[config.mk]
export PLATFORM = sky130hd
export DESIGN_NAME = key_event_encoder
export DESIGN_NICKNAME = d
export VERILOG_FILES = /design/src/rtl/key_event_encoder.sv
export SDC_FILE = /design/constraint.sdc
export NUM_CORES = 1
export LEC_CHECK = 0
export CAP_MARGIN = 20
export CORE_MARGIN = 5
export CORE_UTILIZATION = 40
export DETAILED_ROUTE_END_ITERATION = 7
export PLACE_DENSITY_LB_ADDON = 0.05
export SLEW_MARGIN = 20
export SYNTH_ARGS = -nofsm -noshare
export SYNTH_HDL_FRONTEND = slang
export SYNTH_SLANG_ARGS = --single-unit
export TNS_END_PERCENT = 20
[constraint.sdc]
create_clock -name clock -period 3.1 [get_ports clock]
set_input_delay 0.62 -clock clock [delete_from_list [all_inputs] [get_ports clock]]
set_output_delay 0.62 -clock clock [all_outputs]
set_load 0.1 [all_outputs]
[src/rtl/key_event_encoder.sv]
// Key event encoder: turns debounced key levels into a queue of
// press/release events. Edges are detected per key, held as pending bits
// (with press/release pairs cancelling each other), serialized by fixed
// priority (releases first, lowest index first) and pushed into a small
// FIFO whose head is decoded to a one-hot key number.
module key_event_encoder #(
  parameter int DEPTH = 4,
  parameter int NKEYS = 17
) (
  input  logic             clock,
  input  logic             reset,
  input  logic [NKEYS-1:0] keys_in,
  input  logic             note_ack,
  output logic             note_ready,
  output logic [NKEYS-1:0] key_num,
  output logic             note_on,
  output logic [2:0]       count
);

  localparam int         PW      = (DEPTH > 1) ? $clog2(DEPTH) : 1;
  localparam logic [2:0] DEPTH_C = 3'(DEPTH);

  // Edge detection and pending-event state
  logic [NKEYS-1:0] prev_reg;
  logic [NKEYS-1:0] pend_press_reg;
  logic [NKEYS-1:0] pend_release_reg;
  logic [NKEYS-1:0] pend_press_next;
  logic [NKEYS-1:0] pend_release_next;
  logic [NKEYS-1:0] rise;
  logic [NKEYS-1:0] fall;

  // Selection of the event to push this cycle
  logic             sel_valid;
  logic             sel_press;
  logic [4:0]       sel_idx;
  logic [NKEYS-1:0] sel_onehot;
  logic [NKEYS-1:0] clr_press;
  logic [NKEYS-1:0] clr_release;
  logic [NKEYS-1:0] press_kept;
  logic [NKEYS-1:0] release_kept;

  // Event FIFO: each entry is {note_on, key index}
  logic [5:0]       mem [DEPTH];
  logic [PW-1:0]    rd_ptr_reg;
  logic [PW-1:0]    wr_ptr_reg;
  logic [2:0]       count_reg;
  logic [5:0]       head;
  logic             push;
  logic             pop;

  assign rise = keys_in & ~prev_reg;
  assign fall = ~keys_in & prev_reg;

  // Fixed-priority pick: scanning downwards lets the lowest index win, and the
  // release scan runs last so any pending release beats every pending press.
  always_comb begin
    sel_valid = 1'b0;
    sel_press = 1'b0;
    sel_idx   = 5'd0;
    for (int i = NKEYS - 1; i >= 0; i--) begin
      if (pend_press_reg[i]) begin
        sel_valid = 1'b1;
        sel_press = 1'b1;
        sel_idx   = 5'(i);
      end
    end
    for (int i = NKEYS - 1; i >= 0; i--) begin
      if (pend_release_reg[i]) begin
        sel_valid = 1'b1;
        sel_press = 1'b0;
        sel_idx   = 5'(i);
      end
    end
  end

  assign pop  = note_ready & note_ack;
  // A full FIFO still accepts a push when the head leaves on the same edge.
  assign push = sel_valid & ((count_reg < DEPTH_C) | pop);

  assign clr_press    = (push &  sel_press) ? sel_onehot : '0;
  assign clr_release  = (push & ~sel_press) ? sel_onehot : '0;
  // Only bits that were already pending are cleared by a push, so bits set
  // by this cycle's edges become selectable on the next cycle.
  assign press_kept   = pend_press_reg & ~clr_press;
  assign release_kept = pend_release_reg & ~clr_release;

  // Per-key pending update. The push clear is applied first, so an edge
  // arriving while its opposite event is being pushed becomes a new event
  // instead of cancelling one that is already in the FIFO.
  generate
    for (genvar gi = 0; gi < NKEYS; gi++) begin : g_key
      assign sel_onehot[gi] = (sel_idx == 5'(gi));
      assign pend_press_next[gi] = rise[gi] ? ~release_kept[gi] :
                                   fall[gi] ? 1'b0 : press_kept[gi];
      assign pend_release_next[gi] = fall[gi] ? ~press_kept[gi] :
                                     rise[gi] ? 1'b0 : release_kept[gi];
      assign key_num[gi] = note_ready & (head[4:0] == 5'(gi));
    end
  endgenerate

  // Key history, pending bits, FIFO pointers and occupancy
  always_ff @(posedge clock or posedge reset) begin
    if (reset) begin
      prev_reg         <= '0;
      pend_press_reg   <= '0;
      pend_release_reg <= '0;
      rd_ptr_reg       <= '0;
      wr_ptr_reg       <= '0;
      count_reg        <= 3'd0;
    end else begin
      prev_reg         <= keys_in;
      pend_press_reg   <= pend_press_next;
      pend_release_reg <= pend_release_next;
      if (push) begin
        wr_ptr_reg <= wr_ptr_reg + PW'(1);
      end
      if (pop) begin
        rd_ptr_reg <= rd_ptr_reg + PW'(1);
      end
      case ({push, pop})
        2'b10:   count_reg <= count_reg + 3'd1;
        2'b01:   count_reg <= count_reg - 3'd1;
        default: count_reg <= count_reg;
      endcase
    end
  end

  // FIFO storage write; contents need no reset because the head is gated by occupancy
  always_ff @(posedge clock) begin
    if (push) begin
      mem[wr_ptr_reg] <= {sel_press, sel_idx};
    end
  end

  assign head       = mem[rd_ptr_reg];
  assign note_ready = (count_reg != 3'd0);
  assign note_on    = note_ready & head[5];
  assign count      = count_reg;

endmodule
# --- Word level (Yosys, flattened, before mapping) ---
# Memories as Yosys holds them, arrays and structs flattened.
# Index checks and enable logic that the tools add are counted.
word_totals:
  regBits: 58
  ramBits: 24
  in_bits: 20
  out_inout_bits: 22
  wordCells: 274
  memories: 1
classes:
  n_addsub: 4
  magnitude_cmp: 1
  eq_ne: 34
  n_mux: 158
  bitwise_logic: 66
  reduce_logical: 4
memory_table:
  columns: ["name", "depth", "width", "rd", "rd_clocked_by_memory_dff", "wr", "line_no", "source"]
  rows:
  - ["mem", 4, 6, 1, 0, 1, "43", "logic [5:0] mem [DEPTH];"]
op_table:
  columns: ["operator", "n"]
  rows:
  - ["$mux 5", 34]
  - ["$mux 1", 121]
  - ["$eq 5x4->1 const B", 16]
  - ["$and 17x17->17", 4]
  - ["$not 17->17", 4]
  - ["$eq 5x3->1 const B", 8]
  - ["$not 1->1", 35]
  - ["$mux 17", 2]
  - ["$and 1x1->1", 22]
  - ["$eq 5x2->1 const B", 4]
  - ["$eq 5x1->1 const B", 2]
  - ["$eq 5x5->1 const B", 2]
  - ["$logic_not 5->1", 2]
  - ["$pmux 3 s2", 1]
  - ["$add 2x1->2 const B", 2]
  - ["$add 3x1->3 const B", 1]
  - ["$lt 3x3->1 const B", 1]
  - ["$reduce_bool 3->1", 1]
  - ["$sub 3x1->3 const B", 1]
  - ["$eq 2x1->1 const B", 1]
  - ["$eq 2x2->1 const B", 1]
  - ["$reduce_bool 2->1", 1]
  - ["$or 1x1->1", 1]

# --- Depth between registers and ports, before layout ---
# Gate-level depths: netlist of run 1.
logic_depth:
  word_depth: 41
  mapped_depth: 11
  depth_no_buf: 11

# --- Worst setup path before layout of run 1 ---
# Ideal clock, no wire load.
synth_path:
  path_kind: "register to output"
  startpoint: "reg count_reg[0] (netlist: count[0])"
  endpoint: "out key_num[16]"
  t_arrival_ps: 3186
  t_required_ps: 2480
  setup_slack_ps: -706
  path_stages_with_launch: 5
  n_path_buf: 0
  cell_sequence: "dfrtp_1 > nor3_1 > inv_1 > nand3_1 > nor2_1"
synth_via:
  elab_chain_cells: 2
synth_lines:
  columns: ["item", "line_no", "source"]
  rows:
  - ["start, declared", "46", "logic [2:0] count_reg;"]
  - ["start signal, assigned", "121", "2'b10: count_reg <= count_reg + 3'd1;"]
  - ["start signal, assigned", "122", "2'b01: count_reg <= count_reg - 3'd1;"]
  - ["start signal, assigned", "123", "default: count_reg <= count_reg;"]
  - ["$reduce_bool 3->1", "136", "assign note_ready = (count_reg != 3'd0);"]
  - ["net note_ready", "14", "output logic note_ready,"]
  - ["$and 1x1->1", "97", "assign key_num[gi] = note_ready & (head[4:0] == 5'(gi));"]
  - ["end, declared", "15", "output logic [NKEYS-1:0] key_num,"]
# The timed path passes the listed nets, and every way through them passes these cells.

# --- Worst setup path in the final report of run 1 ---
layout_path:
  startpoint: "reg pend_release_reg[4]"
  endpoint: "reg pend_press_reg[5]"
layout_via:
  elab_chain_cells: 12
  elab_cells_between_ends: 29
  classes_between: "eq/ne (1); mux (19); bitwise (9)"
layout_lines:
  columns: ["item", "line_no", "source"]
  rows:
  - ["start, declared", "26", "logic [NKEYS-1:0] pend_release_reg;"]
  - ["start signal, assigned", "113", "pend_release_reg <= pend_release_next;"]
  - ["$mux 1 (5 in series)", "68", "if (pend_release_reg[i]) begin"]
  - ["$and 1x1->1 or $not 1->1 (tied branches)", "78, 81", null]
  - ["$and 1x1->1, on equally long branches", "80, 81", null]
  - ["$mux 17, on equally long branches", "80, 81", null]
  - ["$not 17->17, on equally long branches", "84, 85", null]
  - ["$and 17x17->17, on equally long branches", "84, 85", null]
  - ["$mux 1 or $not 1->1 (tied branches)", "94, 93", null]
  - ["$mux 1 *", "93", "assign pend_press_next[gi] = rise[gi] ? ~release_kept[gi] :"]
  - ["net pend_press_next[5]", "27", "logic [NKEYS-1:0] pend_press_next;"]
  - ["end signal, assigned", "112", "pend_press_reg <= pend_press_next;"]
  - ["end, declared", "25", "logic [NKEYS-1:0] pend_press_reg;"]
# The timed path passes the listed nets; every way through them passes the cells marked *.
# A chain may end at the register's enable or synchronous reset.

==> results.cfg, run 1 <==
[setup_path]
largest_fanout_of_any_net_on_the_critical_path = 4
timing.critical_path.slowest_cell_delay_ns = 0.61
timing_startpoint_of_the_critical_path = pend_release_reg[4]
cp-endpoint = pend_press_reg[5]
cp_cell_sequence = or4_1 -> or4_4 -> or3_4 -> nor3_1 -> nand2_1 -> o21ai_0 -> o21ai_0
critical_path.startpoint_type = flip-flop
critical_path_class = reg2reg
worst_setup_path_end_kind = flip-flop
timing.critical_path.slowest_stage_cell = sky130_fd_sc_hd__or4_1
timing.critical_path.arrival_ns = 3.21
crit-reg2reg-launch = pend_release_reg[4]
timing.rr.end = pend_press_reg[5]
critPathMostFrequentCell = sky130_fd_sc_hd__o21ai_0
reg_to_reg_setup_timing_slack_ns = 0.12
critical_path_required_ns = 3.32
r2r_cells = 7

[timing]
clock_skew_ns = 0.0108
finalSetupTns_ns = 0
rsz0062_at_grt = yes
fin_crit_ns = 2.98
max_slew.worst_pin.slew_ns = 0.592
slew-limit-headroom_pct = 60.5
setup_viol = 0
final_hold_viol_count = 0
maxSlewViolCount = 0
max_freq_mhz = 335
post-route-period-util_pct = 96.2

[power_and_ir_drop]
pwr-share-seq_pct = 33.9
switching_share_pct = 45.6
cellInternalPower_mw = 2.51
totalPowerFinal_mw = 4.61
peakVddDrop_mv = 0.482
combinationalPowerShare_pct = 51.9
power_density_nw_per_um2 = 875
cellLeakagePower_nw = 2.15
clkPwrFrac_pct = 14.3
netSwitchingPower_mw = 2.10

[floorplan]
i_o_pin_count = 42
start_util_pct = 40.7
floorplan.core_area_um2 = 10300
fp.dieW_um = 112
die-area_um2 = 12600
die_y_um = 112
core.rowCount = 37

[cells_and_area]
design.final.nets = 485
largest_register = mem
stdcell_count = 600
fill_cells = 960
synthToLayoutAreaGrowth_pct = 26.1
largest_register_ff_count = 24
antenna-diode-count = 0
post_layout_util_pct = 51.3
final_layout_size_suffix_gt1_share_pct = 18.8

[clock_tree]
cts_made_buffers = 9
cts_num_sinks = 82
cts-root-buf = sky130_fd_sc_hd__clkbuf_8
clk_latency_ns = 0.35
tritoncts = yes
worst_setup_hold_path_clk_slew_ns = 0.08
clock_tree.buffer_depth = 2
cts_max_level = 3

[global_routing]
globalRouteOverflowTotal = 0
gr-usage-all-layers_pct = 16.2
grt_start_max_net_pins = 34
first_global_vias = 3304
grt_pass1_wl_um = 16500
antenna_found_initial = 0

[drt]
routed_wire_length_per_instance_um = 16.1
finalWirelength_um = 9650
detailedRoute.firstPassIterationCount = 5
via_count = 3213
via_per_inst = 5.36
drt-initial-drc-count = 135
postRouteAntennaNets = 0
drcViolationCount = 0

[synthesis]
yosysSeqAreaShare_pct = 52.0
net_count_of_the_mapped_netlist = 414
synth_enable_flop_cells = 24
yosys_warnings = 0
async_reset_ff_share_pct = 70.7
synth_cells = 388
ys_seq_elements = 82
synthesis.area_um2 = 4180
yosysUniqueCellTypes = 53
postSynthAreaPerCell_um2 = 10.8
synth-main-ff-cell = sky130_fd_sc_hd__dfrtp_1

[place]
placed_cells = 578
numPortBuffers = 41
gpl.final_weighted_congestion = 0.847
post-dp-hpwl_um = 7500

[status]
run_status = completed

[run]
maxCapViolCount = 0

[min_path]
hold_path.class = reg2reg
## critical path, delay by kind of cell, from the launching register on
family / cells / cell delay (ns)
flops: 1 / 0.38
simple gates: 5 / 2.03
compound gates: 2 / 0.45
## cells in the mapped netlist, types with 2 or more instances
cell                        number  area, um2
sky130_fd_sc_hd__nor2b_1        11       68.8
sky130_fd_sc_hd__nand2_1        16       60.1
sky130_fd_sc_hd__nor4b_4         2       47.6
sky130_fd_sc_hd__xor2_1          9       78.8
sky130_fd_sc_hd__clkbuf_1        4       15.0
sky130_fd_sc_hd__edfxtp_1       24        721
sky130_fd_sc_hd__nand2b_1       10       62.6
sky130_fd_sc_hd__a31oi_1         8       50.1
sky130_fd_sc_hd__and2_1          8       50.1
sky130_fd_sc_hd__a21o_1          8       60.1
sky130_fd_sc_hd__a21oi_1         9       45.0
sky130_fd_sc_hd__o21ai_1         2       10.0
sky130_fd_sc_hd__o21ai_0        30        150
sky130_fd_sc_hd__or4_4           3       33.8
sky130_fd_sc_hd__inv_1          25       93.8
sky130_fd_sc_hd__nand3b_1        6       45.0
sky130_fd_sc_hd__nor4_1         10       62.6
sky130_fd_sc_hd__o31ai_1        11       82.6
sky130_fd_sc_hd__ha_1            5       62.6
sky130_fd_sc_hd__mux2i_1         9       90.1
sky130_fd_sc_hd__o21bai_1        2       15.0
sky130_fd_sc_hd__nand3_1        13       65.1
sky130_fd_sc_hd__o22ai_1         2       12.5
sky130_fd_sc_hd__nor3_1         13       65.1
sky130_fd_sc_hd__a31o_2          3       26.3
sky130_fd_sc_hd__o311a_1         2       20.0
sky130_fd_sc_hd__xnor2_1         3       26.3
sky130_fd_sc_hd__buf_2           3       15.0
sky130_fd_sc_hd__or4_1           3       22.5
sky130_fd_sc_hd__mux4_2          6        135
sky130_fd_sc_hd__dfrtp_1        58       1450
sky130_fd_sc_hd__nor2_1         34        128
sky130_fd_sc_hd__or2_2           6       37.5
sky130_fd_sc_hd__o211ai_1        3       22.5
sky130_fd_sc_hd__o31a_1          2       17.5
sky130_fd_sc_hd__o2bb2ai_1       8       70.1
## placed cells by master (no fill, tap or decap), types with 10 or more instances in the layout
master,instances
sky130_fd_sc_hd__inv_1,24
sky130_fd_sc_hd__nand2_1,16
sky130_fd_sc_hd__nor2b_1,11
sky130_fd_sc_hd__o31ai_1,11
sky130_fd_sc_hd__nand3_1,13
sky130_fd_sc_hd__dfrtp_1,56
sky130_fd_sc_hd__buf_4,29
sky130_fd_sc_hd__edfxtp_1,24
sky130_fd_sc_hd__o21ai_0,29
sky130_fd_sc_hd__nor2_1,33
sky130_fd_sc_hd__nor3_1,13
sky130_fd_sc_hd__buf_12,19
sky130_fd_sc_hd__clkdlybuf4s50_1,19
sky130_fd_sc_hd__nand2b_1,10
sky130_fd_sc_hd__nor4_1,10
## through the flow
stage	hold slack [ns]	instance area, um2	worst slack, ns
2_1_floorplan	0.468	4180	-0.449
3_3_place_gp	0.493	5050	0.168
3_5_place_dp	0.507	5050	0.118
4_1_cts	0.516	5210	0.0934
5_1_grt	0.533	5270	-0.0168
6_report	0.512	5270	0.119
## power groups by stage
stage | Combinational [mW] | Clock (mW) | Sequential [mW]
after floorplan | 1.52 | 0 | 1.67
after global placement | 2.33 | 0 | 1.59
after detailed placement | 2.35 | 0 | 1.60
after CTS | 2.35 | 0.682 | 1.58
after global routing | 2.56 | 0.731 | 1.59
final | 2.39 | 0.658 | 1.56
## timing repair
item | CTS | global route
resized for setup | 1 | 3
setup buffers | 0 | 6
hold buffers | 0 | 0
pin swaps | 0 | 2
setup endpoints to repair | 7 | 29
## per-layer routing
metal,vias to the layer above,share of wire (%),GRT usage [%]
li1,1583,-,-
met1,1548,43,19.8
met2,67,51,28.7
met3,15,4.2,3.56
met4,0,1.7,4.89
met5,-,0,0
## logic make-up (layout without fill, tap and decap cells)
family          after synthesis  in the layout  synth area share, %
mux                          15             15                 5.39
compound gates              100            100                 16.1
buf+inv                      32            108                 2.96
flops                        82             82                 52.0
xor+xnor                     12             12                 2.52
simple gates                141            141                 19.0
fa+ha+maj                     6              6                 1.98
## final cells by class
type | count | area, um2 | area share (%)
clock buffer | 12 | 135 | 2.56
clock inverter | 4 | 21.3 | 0.404
inverter | 25 | 93.8 | 1.78
timing repair buffer | 67 | 788 | 15.0
multi-input combinational | 274 | 1890 | 35.8
sequential | 82 | 2170 | 41.3
tap | 136 | 170 | 3.23
## how the worst min path moves through the flow
| stage | from | endpoint | slack [ns] | depth (start not counted) |
|---|---|---|---|---|
| after CTS | prev_reg[14] | pend_press_reg[14] | 0.52 | 1 |
| after floorplan | prev_reg[14] | pend_press_reg[14] | 0.47 | 1 |
| after global routing | prev_reg[9] | pend_press_reg[9] | 0.53 | 1 |
| final | prev_reg[14] | pend_press_reg[14] | 0.51 | 1 |
| after global placement | prev_reg[8] | pend_press_reg[8] | 0.49 | 1 |
| after detailed placement | prev_reg[12] | pend_press_reg[12] | 0.51 | 1 |
(Power assumes the default switching activity.)
==> inputs of run 2 (changes only) <==
--- a/config.mk
+++ b/config.mk
@@ -8,8 +8,10 @@
 export CAP_MARGIN = 20
 export CORE_MARGIN = 5
 export CORE_UTILIZATION = 40
+export CTS_CLUSTER_SIZE = 28
 export DETAILED_ROUTE_END_ITERATION = 7
 export PLACE_DENSITY_LB_ADDON = 0.05
+export RECOVER_POWER = 25
 export SLEW_MARGIN = 20
 export SYNTH_ARGS = -nofsm -noshare
 export SYNTH_HDL_FRONTEND = slang
==> run 2 against run 1 <==
Register-to-register slack about the same. Clock power hardly changed. Worst setup slack lost 0.0016 ns. Largest power group unchanged. Final area down 0.28%. Routed wire length up 0.43%. Critical path depth unchanged. Fmax is essentially flat. Critical endpoint unchanged. Utilization is 0.15 points lower. Sequential share of layout area up 0.12 points. Die area unchanged.
==> results.cfg, run 2 (synthesized netlist as in run 1, its figures left out) <==
[status]
run_status = completed

[power_and_ir_drop]
pwr-share-seq_pct = 34.0
cellLeakagePower_nw = 2.15
cellInternalPower_mw = 2.50
totalPowerFinal_mw = 4.61
netSwitchingPower_mw = 2.10
power_density_nw_per_um2 = 876
peakVddDrop_mv = 0.482
combinationalPowerShare_pct = 51.8
switching_share_pct = 45.7
clkPwrFrac_pct = 14.2

[cells_and_area]
ff_latch_area_um2 = 2170
design.final.nets = 485
largest_register = mem
final_layout_size_suffix_gt1_share_pct = 18.5
largest_register_ff_count = 24
most-common-layout-cells = sky130_fd_sc_hd__dfrtp_1, sky130_fd_sc_hd__nor2_1, sky130_fd_sc_hd__o21ai_0, sky130_fd_sc_hd__buf_4, sky130_fd_sc_hd__inv_1
combined_area_of_the_multi_input_logic_cells_um2 = 1890
layout.cells.most_common = sky130_fd_sc_hd__dfrtp_1
fill_cells = 962
antenna-diode-count = 0
synthToLayoutAreaGrowth_pct = 25.8
post_layout_util_pct = 51.1

[global_routing]
first_global_vias = 3304
grt_start_max_net_pins = 34
grt_pass1_wl_um = 16500
gr-usage-all-layers_pct = 16.2
globalRouteOverflowTotal = 0
antenna_found_initial = 0

[setup_path]
largest_fanout_of_any_net_on_the_critical_path = 4
cp.buffers_inverters = 0
worst-path-stages = 7
critical_path_required_ns = 3.32
timing.critical_path.slowest_stage_cell = sky130_fd_sc_hd__or4_1
cp_cell_sequence = or4_1 -> or4_4 -> or3_4 -> nor3_1 -> nand2_1 -> o21ai_0 -> o21ai_0
r2r_cells = 7
worst_setup_path_end_kind = flip-flop
critPathTopFamily = simple AND/OR/NAND/NOR gates
critical_path_class = reg2reg
timing.rr.end = pend_press_reg[5]
crit-reg2reg-launch = pend_release_reg[4]
timing.critical_path.arrival_ns = 3.21
critical_path.startpoint_type = flip-flop
critPathMostFrequentCell = sky130_fd_sc_hd__o21ai_0
reg_to_reg_setup_timing_slack_ns = 0.12
timing.critical_path.slowest_cell_delay_ns = 0.60

[floorplan]
core.rowCount = 37
die-area_um2 = 12600
start_util_pct = 40.7
die_y_um = 112
i_o_pin_count = 42
fp.dieW_um = 112
floorplan.core_area_um2 = 10300

[drt]
drt-initial-drc-count = 121
detailedRoute.firstPassIterationCount = 4
routed_wire_length_per_instance_um = 16.1
drcViolationCount = 0
postRouteAntennaNets = 0
via_per_inst = 5.37
finalWirelength_um = 9690
via_count = 3224

[timing]
max_slew.worst_pin.slew_ns = 1.02
slew-limit-headroom_pct = 32.0
clock_skew_ns = 0.0105
rsz0062_at_grt = yes
final_hold_viol_count = 0
setup_viol = 0
post-route-period-util_pct = 96.2
finalSetupTns_ns = 0
whs_ns = 0.510
max_freq_mhz = 335
maxSlewViolCount = 0
fin_crit_ns = 2.98

[run]
maxCapViolCount = 0

[clock_tree]
worst_setup_hold_path_clk_slew_ns = 0.08
clk_latency_ns = 0.35
cts-root-buf = sky130_fd_sc_hd__clkbuf_8
cts_num_sinks = 82
tritoncts = yes
cts_made_buffers = 9
cts_max_level = 3
clock_tree.buffer_depth = 2

[min_path]
worstHoldEndpoint = pend_press_reg[14]
hold_path.class = reg2reg
whs_path_depth = 1
min_from = prev_reg[14]

[place]
gpl.final_weighted_congestion = 0.847
numPortBuffers = 41
post-dp-hpwl_um = 7500
## run 2: through the flow
stage	instance area (um2)	cells	setup WS, ns
2_1_floorplan	4180	388	-0.449
3_3_place_gp	5050	578	0.168
3_5_place_dp	5050	578	0.118
4_1_cts	5210	594	0.0934
5_1_grt	5260	600	-0.0168
6_report	5260	600	0.117
## run 2: area by class of cell
type | instances | area share, %
clock inverters | 4 | 0.405
repair buffers | 67 | 14.7
flip-flops and latches | 82 | 41.4
well taps | 136 | 3.24
clock buffers | 12 | 2.57
inverters | 25 | 1.79
multi-input cells | 274 | 35.9
## run 2: routing by layer
metal	wire length [um]	part of all wire [%]	up-vias	GRT usage (%)
met3	410	4.2	15	3.56
met4	167	1.7	0	4.89
met1	4180	43	1557	19.8
met5	0	0	-	0
li1	-	-	1585	-
met2	4930	51	67	28.7
## run 2: how the worst max path moves through the flow
stage	startpoint	to
3_5_place_dp	pend_release_reg[1]	pend_press_reg[13]
6_report	pend_release_reg[4]	pend_press_reg[5]
5_1_grt	pend_release_reg[4]	pend_press_reg[5]
3_3_place_gp	pend_release_reg[1]	pend_press_reg[0]
4_1_cts	pend_release_reg[1]	pend_press_reg[15]
2_1_floorplan	rd_ptr_reg[0]	key_num[13]
## run 2: worst register-to-register path, stage by stage (launching register included)
cell and delay (ns):
sky130_fd_sc_hd__dfrtp_1 0.38, sky130_fd_sc_hd__or4_1 0.60, sky130_fd_sc_hd__or4_4 0.57, sky130_fd_sc_hd__or3_4 0.43
sky130_fd_sc_hd__nor3_1 0.26, sky130_fd_sc_hd__nand2_1 0.16, sky130_fd_sc_hd__o21ai_0 0.31, sky130_fd_sc_hd__o21ai_0 0.15
## run 2: timing repair
action                     in CTS  in global routing
gates cloned                    0                  0
setup endpoints to repair       7                 29
resized for setup               1                  3
hold endpoints to repair        0                  0
hold buffers                    0                  0
pin swaps                       0                  2
buffers inserted                0                  6
## run 2: power groups by stage
stage | clock network, mW | logic, mW | registers [mW]
after global routing | 0.731 | 2.56 | 1.59
after global placement | 0 | 2.33 | 1.59
final | 0.656 | 2.39 | 1.56
after detailed placement | 0 | 2.35 | 1.60
after floorplan | 0 | 1.52 | 1.67
after CTS | 0.682 | 2.35 | 1.58
